$ cat config.mk
export PLATFORM = sky130hd
export DESIGN_NAME = obstacle_spawner
export DESIGN_NICKNAME = d
export VERILOG_FILES = /design/src/rtl/game_pkg.sv /design/src/rtl/obj_slot.sv /design/src/rtl/obstacle_spawner.sv
export SDC_FILE = /design/constraint.sdc
export NUM_CORES = 1
export LEC_CHECK = 0
export ABC_AREA = 1
export CAP_MARGIN = 20
export CORE_MARGIN = 10
export CORE_UTILIZATION = 39
export CTS_CLUSTER_DIAMETER = 30
export CTS_CLUSTER_SIZE = 24
export DETAILED_ROUTE_END_ITERATION = 16
export PLACE_DENSITY = 0.7
export SYNTH_ARGS = -nofsm -noshare
export SYNTH_HDL_FRONTEND = slang
export SYNTH_SLANG_ARGS = --single-unit
$ cat constraint.sdc
create_clock -name clk -period 2.51 [get_ports clk]
set_clock_uncertainty 0.1 [all_clocks]
set_input_delay 0.502 -clock clk [delete_from_list [all_inputs] [get_ports clk]]
set_output_delay 0.502 -clock clk [all_outputs]
set_load 0.01 [all_outputs]
$ cat src/rtl/game_pkg.sv
// Shared game geometry, field widths and the per-slot state record used by the
// falling-object logic.
package game_pkg;

  localparam int SCREEN_W = 640;
  localparam int SCREEN_H = 480;
  localparam int OBJ_W    = 16;
  localparam int OBJ_H    = 16;
  localparam int NUM_OBJ  = 6;
  localparam int X_W      = 10;
  localparam int Y_W      = 9;
  localparam int R_W      = 9;
  localparam int CNT_W    = 6;

  // An object is retired once its top edge reaches this line.
  localparam logic [Y_W-1:0] Y_LIMIT = Y_W'(SCREEN_H - OBJ_H);

  typedef struct packed {
    logic           active;
    logic [X_W-1:0] x;
    logic [Y_W-1:0] y;
  } slot_t;

  // Zero-extend the random value and shift it right by the playfield margin.
  function automatic logic [X_W-1:0] spawn_x(input logic [R_W-1:0] r,
                                             input int             offset);
    return X_W'(r) + X_W'(offset);
  endfunction

endpackage

$ cat src/rtl/obj_slot.sv
// One falling-object slot: holds active/x/y, loads on spawn, falls on move,
// retires at the bottom edge or on kill.
module obj_slot
  import game_pkg::*;
#(
  parameter int FALL_STEP = 2
) (
  input  logic           clk,
  input  logic           rst,
  input  logic           move,
  input  logic           load,
  input  logic [X_W-1:0] load_x,
  input  logic           kill,
  output logic           active,
  output logic [X_W-1:0] x,
  output logic [Y_W-1:0] y,
  output logic           bottom_hit
);

  slot_t          cur;
  slot_t          nxt;
  logic           hit_next;
  logic [Y_W-1:0] y_step;

  // NOTE: every signal driven here gets a default first, so no path can infer a latch.
  always_comb begin
    nxt      = cur;
    hit_next = 1'b0;
    y_step   = cur.y + Y_W'(FALL_STEP);
    // load only ever targets an inactive slot, so it cannot collide with kill/move.
    if (load) begin
      nxt.active = 1'b1;
      nxt.x      = load_x;
      nxt.y      = '0;
    end else if (cur.active && kill) begin
      nxt.active = 1'b0;
    end else if (cur.active && move) begin
      nxt.y = y_step;
      if (y_step >= Y_LIMIT) begin
        nxt.active = 1'b0;
        hit_next   = 1'b1;
      end
    end
  end

  // NOTE: state registers use non-blocking assignment so all slots update together.
  always_ff @(posedge clk) begin
    if (rst) begin
      cur        <= '0;
      bottom_hit <= 1'b0;
    end else begin
      cur        <= nxt;
      bottom_hit <= hit_next;
    end
  end

  assign active = cur.active;
  assign x      = cur.x;
  assign y      = cur.y;

endmodule

$ cat src/rtl/obstacle_spawner.sv
// Spawns up to NUM_OBJ falling objects on a frame timer and moves them down.
// Optional build macro SPAWN_RAMP_EN shortens the spawn period every 8 spawns.
module obstacle_spawner
  import game_pkg::*;
#(
  parameter int X_OFFSET     = 64,
  parameter int SPAWN_PERIOD = 60,
  parameter int SPAWN_MIN    = 15,
  parameter int FALL_STEP    = 2
) (
  input  logic                   clk,
  input  logic                   rst,
  input  logic                   frame_tick,
  input  logic                   enable,
  input  logic [R_W-1:0]         rand_num0,
  input  logic [R_W-1:0]         rand_num1,
  input  logic [R_W-1:0]         rand_num2,
  input  logic [R_W-1:0]         rand_num3,
  input  logic [R_W-1:0]         rand_num4,
  input  logic [R_W-1:0]         rand_num5,
  input  logic [NUM_OBJ-1:0]     kill,
  output logic [NUM_OBJ-1:0]     obj_active,
  output logic [NUM_OBJ*X_W-1:0] obj_x,
  output logic [NUM_OBJ*Y_W-1:0] obj_y,
  output logic                   spawn_pulse,
  output logic [NUM_OBJ-1:0]     bottom_hit
);

  logic                 tick;
  logic                 at_wrap;
  logic                 found;
  logic                 spawn;
  logic [CNT_W-1:0]     frame_cnt;
  logic [CNT_W-1:0]     period;
  logic [NUM_OBJ-1:0]   sel_oh;
  logic [NUM_OBJ-1:0]   load_vec;
  logic [R_W-1:0]       rand_arr [NUM_OBJ];

  assign rand_arr[0] = rand_num0;
  assign rand_arr[1] = rand_num1;
  assign rand_arr[2] = rand_num2;
  assign rand_arr[3] = rand_num3;
  assign rand_arr[4] = rand_num4;
  assign rand_arr[5] = rand_num5;

  assign tick    = frame_tick & enable;
  assign at_wrap = (frame_cnt == period - CNT_W'(1));

  // Lowest-index free slot, judged on the state before this edge.
  always_comb begin
    sel_oh = '0;
    found  = 1'b0;
    for (int i = 0; i < NUM_OBJ; i++) begin
      if (!obj_active[i] && !found) begin
        sel_oh[i] = 1'b1;
        found     = 1'b1;
      end
    end
  end

  assign spawn    = tick && at_wrap && found;
  assign load_vec = spawn ? sel_oh : '0;

  for (genvar i = 0; i < NUM_OBJ; i++) begin : g_slot
    obj_slot #(
      .FALL_STEP (FALL_STEP)
    ) u_slot (
      .clk        (clk),
      .rst        (rst),
      .move       (tick),
      .load       (load_vec[i]),
      .load_x     (spawn_x(rand_arr[i], X_OFFSET)),
      .kill       (kill[i]),
      .active     (obj_active[i]),
      .x          (obj_x[X_W*i +: X_W]),
      .y          (obj_y[Y_W*i +: Y_W]),
      .bottom_hit (bottom_hit[i])
    );
  end

  // The counter wraps on the attempt tick even when every slot is busy.
  always_ff @(posedge clk) begin
    if (rst) begin
      frame_cnt   <= '0;
      spawn_pulse <= 1'b0;
    end else begin
      spawn_pulse <= spawn;
      if (tick) begin
        frame_cnt <= at_wrap ? '0 : frame_cnt + CNT_W'(1);
      end
    end
  end

`ifdef SPAWN_RAMP_EN
  logic [2:0] spawn_cnt;

  // The shortened period applies from the interval that starts at this spawn.
  always_ff @(posedge clk) begin
    if (rst) begin
      spawn_cnt <= '0;
      period    <= CNT_W'(SPAWN_PERIOD);
    end else if (spawn) begin
      spawn_cnt <= spawn_cnt + 3'd1;
      if (spawn_cnt == 3'd7 && period > CNT_W'(SPAWN_MIN)) begin
        period <= period - CNT_W'(1);
      end
    end
  end
`else
  assign period = CNT_W'(SPAWN_PERIOD);
`endif

endmodule

==> flow_summary.yaml <==
pwr:
  combinationalPowerShare: 0.045
  total_power_w: 0.00441
  p_int_w: 0.00346
  power_frac_seq: 0.459
  pwr-share-clk: 0.496
  power_density_nw_per_um2: 524
  leakage_nw: 3.28
  vdd_drop_max_mv: 0.422
  power.switching_w: 0.000943
  switching_share: 0.214
global_routing:
  track_usage: 0.170
  grt_max_degree: 32
  grt_first_pass_wirelength_um: 28000
  busiest_layer: "met2"
  grt_pass1_vias: 5460
  met3_usage: 0.0801
  grt_use_met1: 0.201
  met2_usage: 0.264
  antenna_found_initial: 0
  overflow: 0
sta:
  max_freq_mhz: 457
  finalMaxSlewViolations: 0
  worst_slack_ps: 322
  setup_viol: 0
  rsz0062_at_grt: "no"
  fin_crit_sh: 0.872
  tns_ps: 0
  hold_viol: 0
  min_period_ps: 2190
die:
  dieArea_um2: 20300
  initial_utilization: 0.400
  die_w_um: 143
  die_h_um: 143
  core_area_um2: 14600
  rows: 44
  io_pins: 191
place:
  portBuffers: 184
  place.gp.congestion: 0.839
  place_ws_ps: 159
  hpwl_um: 13400
logic_synthesis:
  synth-edff-count: 0
  syn_inst: 810
  avgSynthCellArea_um2: 7.23
  ys.flop_type: "dfxtp_1"
  synth_warnings: 0
  ys_seq_area_frac: 0.434
  synth_cell_types: 37
  ys_ff_latch: 127
  synth_area_um2: 5850
  synthArstFlopShare: 0
cts:
  htree_levels: 4
  cts_sinks: 127
  cts_resized: 0
  cts_setup_buffers: 0
  clockRootBuffer: "clkbuf_16"
  cts_tree: "yes"
  clock_path_buffers: 2
  hold_buffers: 0
  worstSkewPairLatency_ps: 410
  cts_buffers: 17
  cts.clk_slew.worst_paths_ps: 50
worst_setup_path:
  slowest_stage: "clkdlybuf4s50_1"
  critPathTopFamily: "buffers and inverters"
  r2r_slack_ps: 480
  required_ps: 1910
  worstSetupPathType: "reg2out"
  endpoint_kind: "output port"
  worstPathMaxFanout: 7
  slowest_delay_ps: 640
  crit_chain: "clkdlybuf4s50_1"
  start_kind: "flop"
  crit_buf_inv: 1
  arrival_ps: 1590
final_layout:
  fillers: 1380
  areaGrowthSynthToFinish_pct: 43.7
  nets: 1084
  drive_gt1_frac: 0.0747
  layout_common_cells: "nand2_1, clkdlybuf4s50_1, nor2_1"
  antenna_cells: 0
hold_path:
  hold_path_class: "reg2reg"
flow_run:
  cap_violations: 0
routing:
  initialDrtViolationCount: 243
  first_pass_iters: 4
  routed_wl_um: 17500
  avgRoutedWirePerCell_um: 14.6
  viasPerCell: 4.76
  drc_errors: 0
  vias: 5713
  drtAntennaViolNets: 0
run_status:
  status: "complete, no violations"
cell families after synthesis:
| kind of cell | count (synthesis) | synth area share |
|---|---|---|
| AND/OR/NAND/NOR | 398 | 0.292 |
| adder cells (fa/ha/maj) | 16 | 0.0342 |
| XOR/XNOR | 23 | 0.0344 |
| flip-flops | 127 | 0.434 |
| AO/OA/AOI/OAI | 139 | 0.124 |
| other | 1 | 0.000641 |
| buffers and inverters | 106 | 0.0804 |
registers in the layout, indices dropped and copies added (netlist names):
name	cells
spawn_pulse	1
frame_cnt	6
g_slot.u_slot.bottom_hit	6
g_slot.u_slot.y	48
g_slot.u_slot.active	6
g_slot.u_slot.x	60
stage by stage:
| step | cell area (um2) | std cells | util | hold slack, ps |
|---|---|---|---|---|
| 2_1_floorplan | 5870 | 815 | - | 379 |
| 3_3_place_gp | 7890 | 1169 | 0.539 | 348 |
| 3_5_place_dp | 7890 | 1169 | 0.539 | 352 |
| 4_1_cts | 8410 | 1201 | 0.574 | 360 |
| 5_1_grt | 8410 | 1201 | 0.574 | 374 |
| 6_report | 8410 | 1201 | 0.574 | 359 |
metal layers:
metal	routed length (um)	up-vias	part of all wire
met2	7920	157	0.45
met3	1710	19	0.097
met5	0	-	0
li1	-	2975	-
met4	225	0	0.013
met1	7660	2562	0.44
power by group through the flow:
stage | logic (W) | clock network, W | registers [W]
global placement | 0.000196 | 0 | 0.00206
floorplan | 0.0000701 | 0 | 0.00206
detailed placement | 0.000195 | 0 | 0.00206
CTS | 0.000197 | 0.00224 | 0.00202
finish | 0.000197 | 0.00219 | 0.00202
global route | 0.000214 | 0.00233 | 0.00202
synth_stat cells (4+ instances only):
library cell | instances | share of area
nand2_1 | 184 | 0.12
nor2_1 | 132 | 0.085
dfxtp_1 | 127 | 0.43
a21oi_1 | 78 | 0.067
inv_1 | 66 | 0.042
o21ai_0 | 50 | 0.043
nand3_1 | 31 | 0.027
buf_4 | 18 | 0.023
xor2_1 | 17 | 0.025
ha_1 | 16 | 0.034
clkbuf_1 | 11 | 0.0071
nand4_1 | 11 | 0.012
nand2_2 | 8 | 0.0085
nor3_1 | 6 | 0.0051
nor3_2 | 6 | 0.010
xnor2_1 | 6 | 0.0090
a211oi_1 | 5 | 0.0064
inv_2 | 4 | 0.0026
or2_2 | 4 | 0.0043
cell type report:
cell class / count / area (um2) / area share
multi-input combinational: 582 / 2860 / 0.340
sequential: 127 / 2540 / 0.302
timing repair buffer: 202 / 1980 / 0.235
clock buffer: 26 / 489 / 0.0582
inverter: 74 / 279 / 0.0332
tap: 184 / 230 / 0.0274
clock inverter: 6 / 33.8 / 0.00402
worst paths after layout:
kind / startpoint / end / cells past startpoint
min reg2reg: g_slot[0].u_slot.x[2] / g_slot[0].u_slot.x[2] / 2
max reg2reg: g_slot[0].u_slot.active / g_slot[0].u_slot.x[8] / 10
max: g_slot[0].u_slot.active / obj_active[0] / 1
min: g_slot[0].u_slot.x[2] / g_slot[0].u_slot.x[2] / 2
Power figures use the tool's default switching activity.
